[config.mk]
export PLATFORM = sky130hd
export DESIGN_NAME = range_stream_tx
export DESIGN_NICKNAME = d
export VERILOG_FILES = /design/src/rtl/range_stream_tx.sv
export SDC_FILE = /design/constraint.sdc
export NUM_CORES = 1
export LEC_CHECK = 0
export CAP_MARGIN = 20
export CORE_MARGIN = 1
export CORE_UTILIZATION = 30
export DETAILED_ROUTE_END_ITERATION = 8
export PLACE_DENSITY = 0.46
export SYNTH_ARGS = -nofsm -noshare
export SYNTH_HDL_FRONTEND = slang
export SYNTH_SLANG_ARGS = --single-unit
export TNS_END_PERCENT = 1
[constraint.sdc]
create_clock -name clock -period 4.3 [get_ports clock]
set_clock_uncertainty 0.05 [all_clocks]
set_input_delay 0.43 -clock clock [delete_from_list [all_inputs] [get_ports clock]]
set_output_delay 0.43 -clock clock [all_outputs]
set_load 0.05 [all_outputs]
[src/rtl/range_stream_tx.sv]
// FIFO-buffered frame transmitter: buffers pushed words and, on send, streams a
// go/data.../finish frame of the words present at that moment to a range finder.
module range_stream_tx #(
  parameter int unsigned WIDTH = 16,
  parameter int unsigned DEPTH = 8
) (
  input  logic                     clock,
  input  logic                     reset,
  input  logic                     wr_en,
  input  logic [WIDTH-1:0]         wr_data,
  input  logic                     send,
  output logic                     full,
  output logic [$clog2(DEPTH):0]   count,
  output logic                     busy,
  output logic [WIDTH-1:0]         data_out,
  output logic                     go,
  output logic                     finish,
  output logic                     done,
  output logic                     error
);

  localparam int unsigned AW = $clog2(DEPTH);
  localparam int unsigned CW = AW + 1;

  typedef enum logic [1:0] {
    S_IDLE,
    S_FIRST,
    S_STREAM,
    S_FINISH
  } state_t;

  state_t           r_state;
  state_t           w_state_nxt;

  logic [WIDTH-1:0] r_mem [DEPTH];
  logic [AW-1:0]    r_wr_ptr;
  logic [AW-1:0]    r_rd_ptr;
  logic [CW-1:0]    r_count;
  logic [CW-1:0]    r_remain;
  logic             r_full;
  logic             r_busy;
  logic             r_go;
  logic             r_finish;
  logic             r_done;
  logic             r_error;
  logic [WIDTH-1:0] r_data;

  logic             w_wr_acc;
  logic             w_accept;
  logic             w_reject;
  logic             w_pop;
  logic             w_done_nxt;
  logic [CW-1:0]    w_remain_nxt;
  logic [CW-1:0]    w_count_nxt;
  logic [WIDTH-1:0] w_data_nxt;

  // Frame length is latched from the pre-write count, so same-cycle pushes wait for the next frame.
  assign w_wr_acc = wr_en & ~r_full;
  assign w_accept = send & (r_state == S_IDLE) & (r_count != '0);
  assign w_reject = (wr_en & r_full) | (send & ~w_accept);

  always_ff @(posedge clock) begin
    if (reset) r_state <= S_IDLE;
    else       r_state <= w_state_nxt;
  end

  // Each FIRST/STREAM cycle pops the word shown on data_out and preloads the next one.
  always_comb begin
    w_state_nxt  = r_state;
    w_pop        = 1'b0;
    w_done_nxt   = 1'b0;
    w_remain_nxt = r_remain;
    w_data_nxt   = r_data;
    case (r_state)
      S_IDLE: begin
        if (w_accept) begin
          w_state_nxt  = S_FIRST;
          w_remain_nxt = r_count;
          w_data_nxt   = r_mem[r_rd_ptr];
        end
      end
      S_FIRST, S_STREAM: begin
        w_pop        = 1'b1;
        w_remain_nxt = r_remain - CW'(1);
        if (r_remain == CW'(1)) begin
          w_state_nxt = S_FINISH;
        end else begin
          w_state_nxt = S_STREAM;
          w_data_nxt  = r_mem[r_rd_ptr + AW'(1)];
        end
      end
      S_FINISH: begin
        w_state_nxt = S_IDLE;
        w_data_nxt  = '0;
        w_done_nxt  = 1'b1;
      end
      default: begin
        w_state_nxt = S_IDLE;
        w_data_nxt  = '0;
      end
    endcase

    w_count_nxt = r_count;
    if (w_wr_acc & ~w_pop)      w_count_nxt = r_count + CW'(1);
    else if (~w_wr_acc & w_pop) w_count_nxt = r_count - CW'(1);
  end

  always_ff @(posedge clock) begin
    if (w_wr_acc) r_mem[r_wr_ptr] <= wr_data;
  end

  always_ff @(posedge clock) begin
    if (reset) begin
      r_wr_ptr <= '0;
      r_rd_ptr <= '0;
      r_count  <= '0;
      r_remain <= '0;
      r_full   <= 1'b0;
      r_busy   <= 1'b0;
      r_go     <= 1'b0;
      r_finish <= 1'b0;
      r_done   <= 1'b0;
      r_error  <= 1'b0;
      r_data   <= '0;
    end else begin
      if (w_wr_acc) r_wr_ptr <= r_wr_ptr + AW'(1);
      if (w_pop)    r_rd_ptr <= r_rd_ptr + AW'(1);
      r_count  <= w_count_nxt;
      r_remain <= w_remain_nxt;
      r_full   <= (w_count_nxt == CW'(DEPTH));
      r_busy   <= (w_state_nxt != S_IDLE);
      r_go     <= (w_state_nxt == S_FIRST);
      r_finish <= (w_state_nxt == S_FINISH);
      r_done   <= w_done_nxt;
      r_error  <= w_reject;
      r_data   <= w_data_nxt;
    end
  end

  assign full     = r_full;
  assign count    = r_count;
  assign busy     = r_busy;
  assign data_out = r_data;
  assign go       = r_go;
  assign finish   = r_finish;
  assign done     = r_done;
  assign error    = r_error;

endmodule

[Word level (Yosys, flattened, before mapping)]
Memories as Yosys holds them, arrays and structs flattened. A register that Yosys moved wholly into a read port is not among the register bits.
Index checks and enable logic that the tools add are counted.
Storage, ports and cells
  RAM bits: 128
  memories kept: 1
  output and inout bits: 26
  word-level logic and storage cells: 62
  register bits: 38
  bits of input ports: 20
Memories
  r_mem: words 8, width 16, read ports 2, clocked after Yosys merged registers in 1, wr ports 1, RTL line 35  | logic [WIDTH-1:0] r_mem [DEPTH];
Cells by class
  bitwise gates (word level): 12
  $add $sub $neg: 5
  mux-type cells: 16
  reductions and logical operators: 7
  eq/ne operators: 9
Operators by type and width (number)
  $pmux W16 S3: 1
  $mux W16: 2
  $mux W4: 3
  $pmux W4 S2: 1
  $sub A4 B1 Y4 const B: 2
  $and A1 B1 Y1: 7
  $add A3 B1 Y3 const B: 2
  $eq A2 B2 Y1 const B: 3
  $mux W3: 2
  $pmux W2 S3: 1
  $mux W1: 5
  $add A4 B1 Y4 const B: 1
  $eq A2 B1 Y1 const B: 2
  $eq A4 B1 Y1 const B: 1
  $eq A4 B4 Y1 const B: 1
  $ne A2 B2 Y1 const B: 2
  $not A1 Y1: 4
  $reduce_and A2 Y1: 2
  $reduce_bool A2 Y1: 2
  $reduce_bool A4 Y1: 1
  $logic_not A2 Y1: 1
  $mux W2: 1
  $reduce_or A2 Y1: 1
  $or A1 B1 Y1: 1

[Longest topological paths before layout]
  depth in word-level cells: 7
  mapped depth: 9
  depth with buffers taken out: 6

[Least setup slack after synthesis]
OpenSTA, ideal clock, no wires.
  path type: reg2reg
  start point: register r_full, in the netlist full
  end point: memory r_mem[0][0], enable pin
  cell stages (with the launch flop): 4
  setup time: 0.430 ns
  buffers on the path: 1
  data required time: 3.820 ns
  setup slack: 1.339 ns
  period minus slack after synthesis: 2.961 ns
  arrival: 2.481 ns
  cell sequence: dfxtp_1 > nand2b_1 > clkbuf_1 > nor4_1
On the way
  word-level cells in the longest chain between the ends: 4
RTL lines
  start: declaration: RTL line 40  | logic r_full;
  start signal: assignment: RTL line 130  | r_full <= (w_count_nxt == CW'(DEPTH));
  $not A1 Y1: RTL line 58  | assign w_wr_acc = wr_en & ~r_full;
  $and A1 B1 Y1: RTL line 58
  $mux W1: RTL line 109  | if (w_wr_acc) r_mem[r_wr_ptr] <= wr_data;
  $mux W1 (implied by the code): RTL line 109
  end: declaration: RTL line 35
Every way passes these cells.

[Worst setup path after layout]
  start point: register r_rd_ptr[1]
  end point: register r_data[0], in the netlist data_out[0]
On the way
  word-level cells in the longest chain between the ends: 4
RTL lines
  start: declaration: RTL line 37  | logic [AW-1:0] r_rd_ptr;
  start signal: assignment: RTL line 127  | if (w_pop) r_rd_ptr <= r_rd_ptr + AW'(1);
  $add A3 B1 Y3: RTL line 89  | w_data_nxt = r_mem[r_rd_ptr + AW'(1)];
  $mem_v2 Z8 W16
  $mux W16: RTL line 85  | if (r_remain == CW'(1)) begin
  $pmux W16 S3: RTL line 74  | case (r_state)
  end signal: assignment: RTL line 136  | r_data <= w_data_nxt;
  end: declaration: RTL line 46  | logic [WIDTH-1:0] r_data;
Every way passes these cells. The select of a mux whose other input is x is not followed.
A chain may end at the register's enable or synchronous reset.

==> impl_metrics.tcl <==
set metrics [dict create \
    status "complete, no violations" \
    period_needed_ps 2740 \
    clock-sinks 169 \
    io_pins 46 \
    die_w_um 163 \
    final_util 0.368 \
    worstMarginPinSlew_ps 1100 \
    async_reset_ff_frac 0 \
    track_usage 0.159 \
    clk_latency_ps 440 \
    whs_endpoint "data_out[7]" \
    synth_edf_count 128 \
    dpl.cell_count 878 \
    synth_cell_types 46 \
    vdd_drop_max_uv 415 \
    slew_headroom 0.265 \
    hold_buffers 0 \
    mostFrequentLayoutCell "edfxtp_1" \
    crit_path_max_fanout 20 \
    synth_cells 520 \
    wl_mm 20.1 \
    cts_setup_buffers 0 \
    io_buffers 45 \
    die_h_um 163 \
    postSynthNetCount 549 \
    grt_first_pass_wirelength_mm 30.4 \
    gp_congestion 0.740 \
    route.detailed.drc 0 \
    finalSetupViolCount 0 \
    use_met3 0.0312 \
    drive_gt1_frac 0.276 \
    r2r_start "r_rd_ptr[1]" \
    grtUsageMet2 0.266 \
    grt_max_degree 41 \
    final_cell_mix "edfxtp_1 (128), mux2_2 (49), clkdlybuf4s50_1 (45), dfxtp_1 (40), mux4_2 (32)" \
    cts_root_buffer "clkbuf_16" \
    core_area_um2 25300 \
    holdWs_ps 444 \
    die-area_um2 26700 \
    hold_class "reg -> reg" \
    ys_ff_latch 169 \
    finalHoldViolations 0 \
    cts_tree "done" \
    start_kind "flop" \
    fin_cells 910 \
    power_density_nw_per_um2 681 \
    timing_worst_setup_path_type "reg -> reg" \
    antenna_found_initial 0 \
    gr-total-overflow 0 \
    max_freq_mhz 365 \
    rsz0062_at_grt "false" \
    first_pass_iters 4 \
    power.total_w 0.00635 \
    clock_path_buffers 2 \
    critPathRequiredTime_ps 4560 \
    cp.arrival_ps 3010 \
    first_global_vias 5036 \
    hold_depth 1 \
    hpwl_mm 12.0 \
    synth_warnings 0 \
    path_clk_slew_ps 70 \
    postRouteAntennaNets 0 \
    viasPerCell 5.17 \
    rows 58 \
    ys_seq_area_frac 0.597 \
    syn2layout_area_growth_pct 19.4 \
    n_antenna_cell 0 \
    leakagePower_nw 3.00 \
    hp-start "data_out[7]" \
    synth_ff_type "edfxtp_1" \
    cp-end-kind "flop" \
    r2r_cells 5 \
    tns_ps 0 \
    timing.max_cap.violations 0 \
    start_util 0.308 \
    maxSlewViolCount 0 \
    cts_buffers 17 \
    cts_resized 0 \
    first_iter_violations 358 \
    htreeDepth 4 \
    r2r_slack_ps 1560 \
    r2r_end "data_out[0]" \
    syn_area_per_cell_um2 15.0 \
    finalCritPeriodShare 0.638 \
    nets 596 \
    use_met1 0.208 \
    syn_area_um2 7810 \
    vias 4708 \
    grt-busiest-layer "met2" \
    wire_per_inst_um 22.1 \
]
-- registers in the layout (all words and copies together) (netlist names), named ones only --
| name | flops |
|---|---|
| r_state | 2 |
| count | 4 |
| go | 1 |
| done | 1 |
| busy | 1 |
| r_mem | 128 |
| r_remain | 4 |
| full | 1 |
| data_out | 16 |
| error | 1 |
| r_rd_ptr | 3 |
| r_wr_ptr | 3 |
| finish | 1 |
-- how the worst max path moves through the flow --
| stage | from | to | depth (start not counted) |
|---|---|---|---|
| after floorplan | full | r_mem[0][0] | 3 |
| after global placement | r_rd_ptr[1] | data_out[2] | 5 |
| after detailed placement | r_rd_ptr[1] | data_out[15] | 5 |
| after CTS | r_rd_ptr[1] | data_out[15] | 5 |
| after global routing | r_rd_ptr[1] | data_out[0] | 5 |
| final | r_rd_ptr[1] | data_out[0] | 5 |
-- layout make-up --
cell class              instances  area, um^2
clock buffers                  17         425
clock inverters                15         221
fillers                      2364       16000
inverters                       8        30.0
multi-input cells             303        2950
flip-flops and latches        169        4670
well taps                     330         413
repair buffers                 68         623
-- cell usage after synthesis (3+ instances only) --
library cell | instances | area share
nor2b_1 | 22 | 0.018
xnor2_1 | 6 | 0.0067
o21ai_0 | 19 | 0.012
nor4_2 | 10 | 0.016
nand2_1 | 10 | 0.0048
mux4_2 | 32 | 0.092
nor3_1 | 8 | 0.0051
clkbuf_1 | 24 | 0.012
ha_1 | 9 | 0.014
o22ai_1 | 16 | 0.013
a31oi_1 | 3 | 0.0024
edfxtp_1 | 128 | 0.49
mux2_2 | 49 | 0.071
a21oi_1 | 4 | 0.0026
xor2_1 | 5 | 0.0056
nor4_1 | 8 | 0.0064
buf_6 | 5 | 0.0072
buf_2 | 8 | 0.0051
dfxtp_1 | 41 | 0.11
a211oi_1 | 17 | 0.016
nand2b_1 | 5 | 0.0040
mux2i_1 | 7 | 0.0090
inv_1 | 7 | 0.0034
nor2_1 | 23 | 0.011
a22o_1 | 16 | 0.018
a221o_1 | 16 | 0.021
-- critical path, cell delays in order (launching register included) --
cell and delay (ps):
dfxtp_1 310, ha_2 840, buf_4 350, mux4_2 520, a22o_1 240, a221o_1 310
-- metrics by stage --
stage	cell area [um^2]	setup WS [ps]
2_1_floorplan	7810	1340
3_5_place_dp	8680	1490
4_1_cts	9330	1500
5_1_grt	9330	1390
3_3_place_gp	8680	1510
6_report	9330	1560
-- report_power, final --
part	leakage, nW	internal, W	total [W]	switching [W]
registers	1.50	0.00197	0.00217	0.000199
logic	1.19	0.00105	0.00250	0.00145
clock network	0.308	0.00103	0.00168	0.000651
-- logic make-up after synthesis --
logic type,count (synthesis),synth area share
flip-flops,169,0.597
buffers and inverters,48,0.0296
multiplexers,88,0.172
AO/OA/AOI/OAI,96,0.0905
XOR/XNOR,11,0.0123
AND/OR/NAND/NOR,99,0.0838
adder cells (fa/ha/maj),9,0.0144
-- layer usage --
metal | part of all wire | routed length (um)
met5 | 0 | 0
met2 | 0.49 | 9890
met3 | 0.046 | 934
met4 | 0.010 | 205
met1 | 0.45 | 9120
No activity file was read; power rests on OpenSTA's default activity.
==> edit (same flow settings) <==
Encoding of `state_t`: now Gray code (2 bits for 4 states).
--- a/src/rtl/range_stream_tx.sv
+++ b/src/rtl/range_stream_tx.sv
@@ -25,6 +25,6 @@
   typedef enum logic [1:0] {
-    S_IDLE,
-    S_FIRST,
-    S_STREAM,
-    S_FINISH
+    S_IDLE   = 2'b00,
+    S_FIRST  = 2'b01,
+    S_STREAM = 2'b11,
+    S_FINISH = 2'b10
   } state_t;
Formal check against the unedited RTL: no difference found for any inputs over 10 cycles, from zero or initial values and one cycle with reset high; not proved beyond that.
==> edit against the original RTL <==
Routed wire length down 1.9%; sequential power shrank 3%; cell area down 1.5%; synthesized area down 1.2%; setup slack better by 250 ps; total power fell by 5.5%; die area down 1.2%; sequential cell count unchanged; critical path type unchanged; largest power group unchanged.
==> edit: results (changes against the original RTL) <==
\begin{tabular}{lr}
\hline
Metric & Value \\
\hline
\multicolumn{2}{l}{\textbf{Yosys}} \\
\quad List of most frequent post-synthesis cells & edfxtp\_1 (128), mux2\_2 (64), dfxtp\_1 (41) (was edfxtp\_1 (128), mux2\_2 (49), dfxtp\_1 (41)) \\
\quad Leading cell types by total area after synthesis & edfxtp\_1 (50\%), dfxtp\_1 (11\%), mux2\_2 (9.3\%), mux4\_2 (9.3\%), o22ai\_1 (2.6\%) (was edfxtp\_1 (49\%), dfxtp\_1 (11\%), mux4\_2 (9.2\%), mux2\_2 (7.1\%), a221o\_1 (2.1\%)) \\
\quad Library cells used by synthesis & 43 (was 46) \\
\quad Post-synthesis sequential area ratio & 60.5\% (was 59.7\%) \\
\quad Post-synthesis net count & 568 (was 549) \\
\multicolumn{2}{l}{\textbf{Outcome}} \\
\quad Status & complete, no violations (unchanged) \\
\multicolumn{2}{l}{\textbf{CTS}} \\
\quad Worst skew pair latency & $\sim$430 ps \\
\quad Root cell of the clock tree & clkbuf\_16 (unchanged) \\
\quad CTS HTree Levels & 4 (unchanged) \\
\multicolumn{2}{l}{\textbf{Global routing}} \\
\quad Global Route Usage Sum & 15.8\% (was 15.9\%) \\
\quad Number of global-route vias before repair & 5058 (was 5036) \\
\multicolumn{2}{l}{\textbf{Setup path}} \\
\quad Biggest fanout along the worst timing path & 40 (was 20) \\
\quad FF-to-FF path depth & 6 (was 5) \\
\quad Worst path arrival time & 2720 ps (was 3010 ps) \\
\quad Flop-to-flop setup slack & 1810 ps (was 1560 ps) \\
\quad Critical Path Sink & data\_out[12] (was data\_out[0]) \\
\multicolumn{2}{l}{\textbf{Layout}} \\
\quad Fraction of final layout cells with drive strength greater than 1 & 27.2\% (was 27.6\%) \\
\quad Post-layout net count & 613 (was 596) \\
\quad Fill cell total of the finished layout & 2362 (was 2364) \\
\multicolumn{2}{l}{\textbf{Worst hold path}} \\
\quad Startpoint of the worst hold path & data\_out[14] (was data\_out[7]) \\
\quad Capture endpoint of the worst hold path & data\_out[14] (was data\_out[7]) \\
\multicolumn{2}{l}{\textbf{Power}} \\
\quad Highest ir drop seen on vdd & 0.393 mV (was 0.415 mV) \\
\quad Total leakage power & 2.99 nW (was 3.00 nW) \\
\quad Sequential group share of total power & 35.1\% (was 34.1\%) \\
\quad Switching part of the total power & 34.6\% (was 36.2\%) \\
\quad Proportion of power drawn by combinational gates & 36.9\% (was 39.4\%) \\
\multicolumn{2}{l}{\textbf{Timing}} \\
\quad Tightest Pin Transition & 1060 ps (was 1100 ps) \\
\multicolumn{2}{l}{\textbf{Routing}} \\
\quad First-iteration detailed-routing DRC count & 269 (was 358) \\
\quad Ratio of routed vias to standard cells & 5.15 (was 5.17) \\
\quad Wirelength, routed & 19800 µm (was 20100 µm) \\
\multicolumn{2}{l}{\textbf{Placement}} \\
\quad Routability congestion estimate & 0.735 (was 0.740) \\
\quad DPL Wire Length & 11900 µm (was 12000 µm) \\
\hline
\end{tabular}
## edit: changes by cell type after synthesis, moves of 11 or more
cell and change:
nand3_1 +38, a21oi_1 +19, a211oi_1 -17, nand2_1 +17, a221o_1 -16, a22o_1 -16, nor2b_1 -16, o22ai_1 +16
o2bb2ai_1 +16, mux2_2 +15, o21ai_0 -15, nor2_1 +11
## edit: worst max-delay path: stages, from the launching register on
cell and delay, ps:
dfxtp_2 720, buf_4 620, mux2_2 400, o22ai_1 180
nor2_1 80, a21oi_1 200, o2bb2ai_1 80
## edit: metrics by stage
| step | area, µm² | hold WS, ps | cells | setup slack [ps] | total power [mW] |
|---|---|---|---|---|---|
| after detailed placement | 8540 | 407 | 898 | 1750 | 4.39 |
| after CTS | 9180 | 427 | 930 | 1740 | 6.09 |
| after global routing | 9180 | 436 | 930 | 1600 | 6.29 |
| final | 9180 | 421 | 930 | 1810 | 6.00 |
| after global placement | 8540 | 415 | 898 | 1800 | 4.37 |
| after floorplan | 7710 | 406 | 542 | 1320 | 3.81 |
## edit: area by class of cell
class                      instances  area [µm²]  area share (%)
sequential                       169        4670            50.8
clock buffer                      17         425            4.63
clock inverter                    15         221            2.41
inverter                           4        15.0           0.164
multi-input combinational        329        2830            30.8
timing repair buffer              66         608            6.62
tap                              330         413            4.50
## edit: layer usage
metal  wire [µm]  GRT usage [%]  vias up
li1            -              -     2194
met1        8270           19.5     2440
met2       10100           26.9      131
met3        1030           3.08       26
met4         376           6.73        0
met5           0              0        -
## edit: cells by family after synthesis
kind of cell	share of synthesized area, %
flops	60.5
xor+xnor	1.25
simple gates	8.13
buf+inv	3.16
compound gates	7.06
mux	18.9
fa+ha+maj	0.973
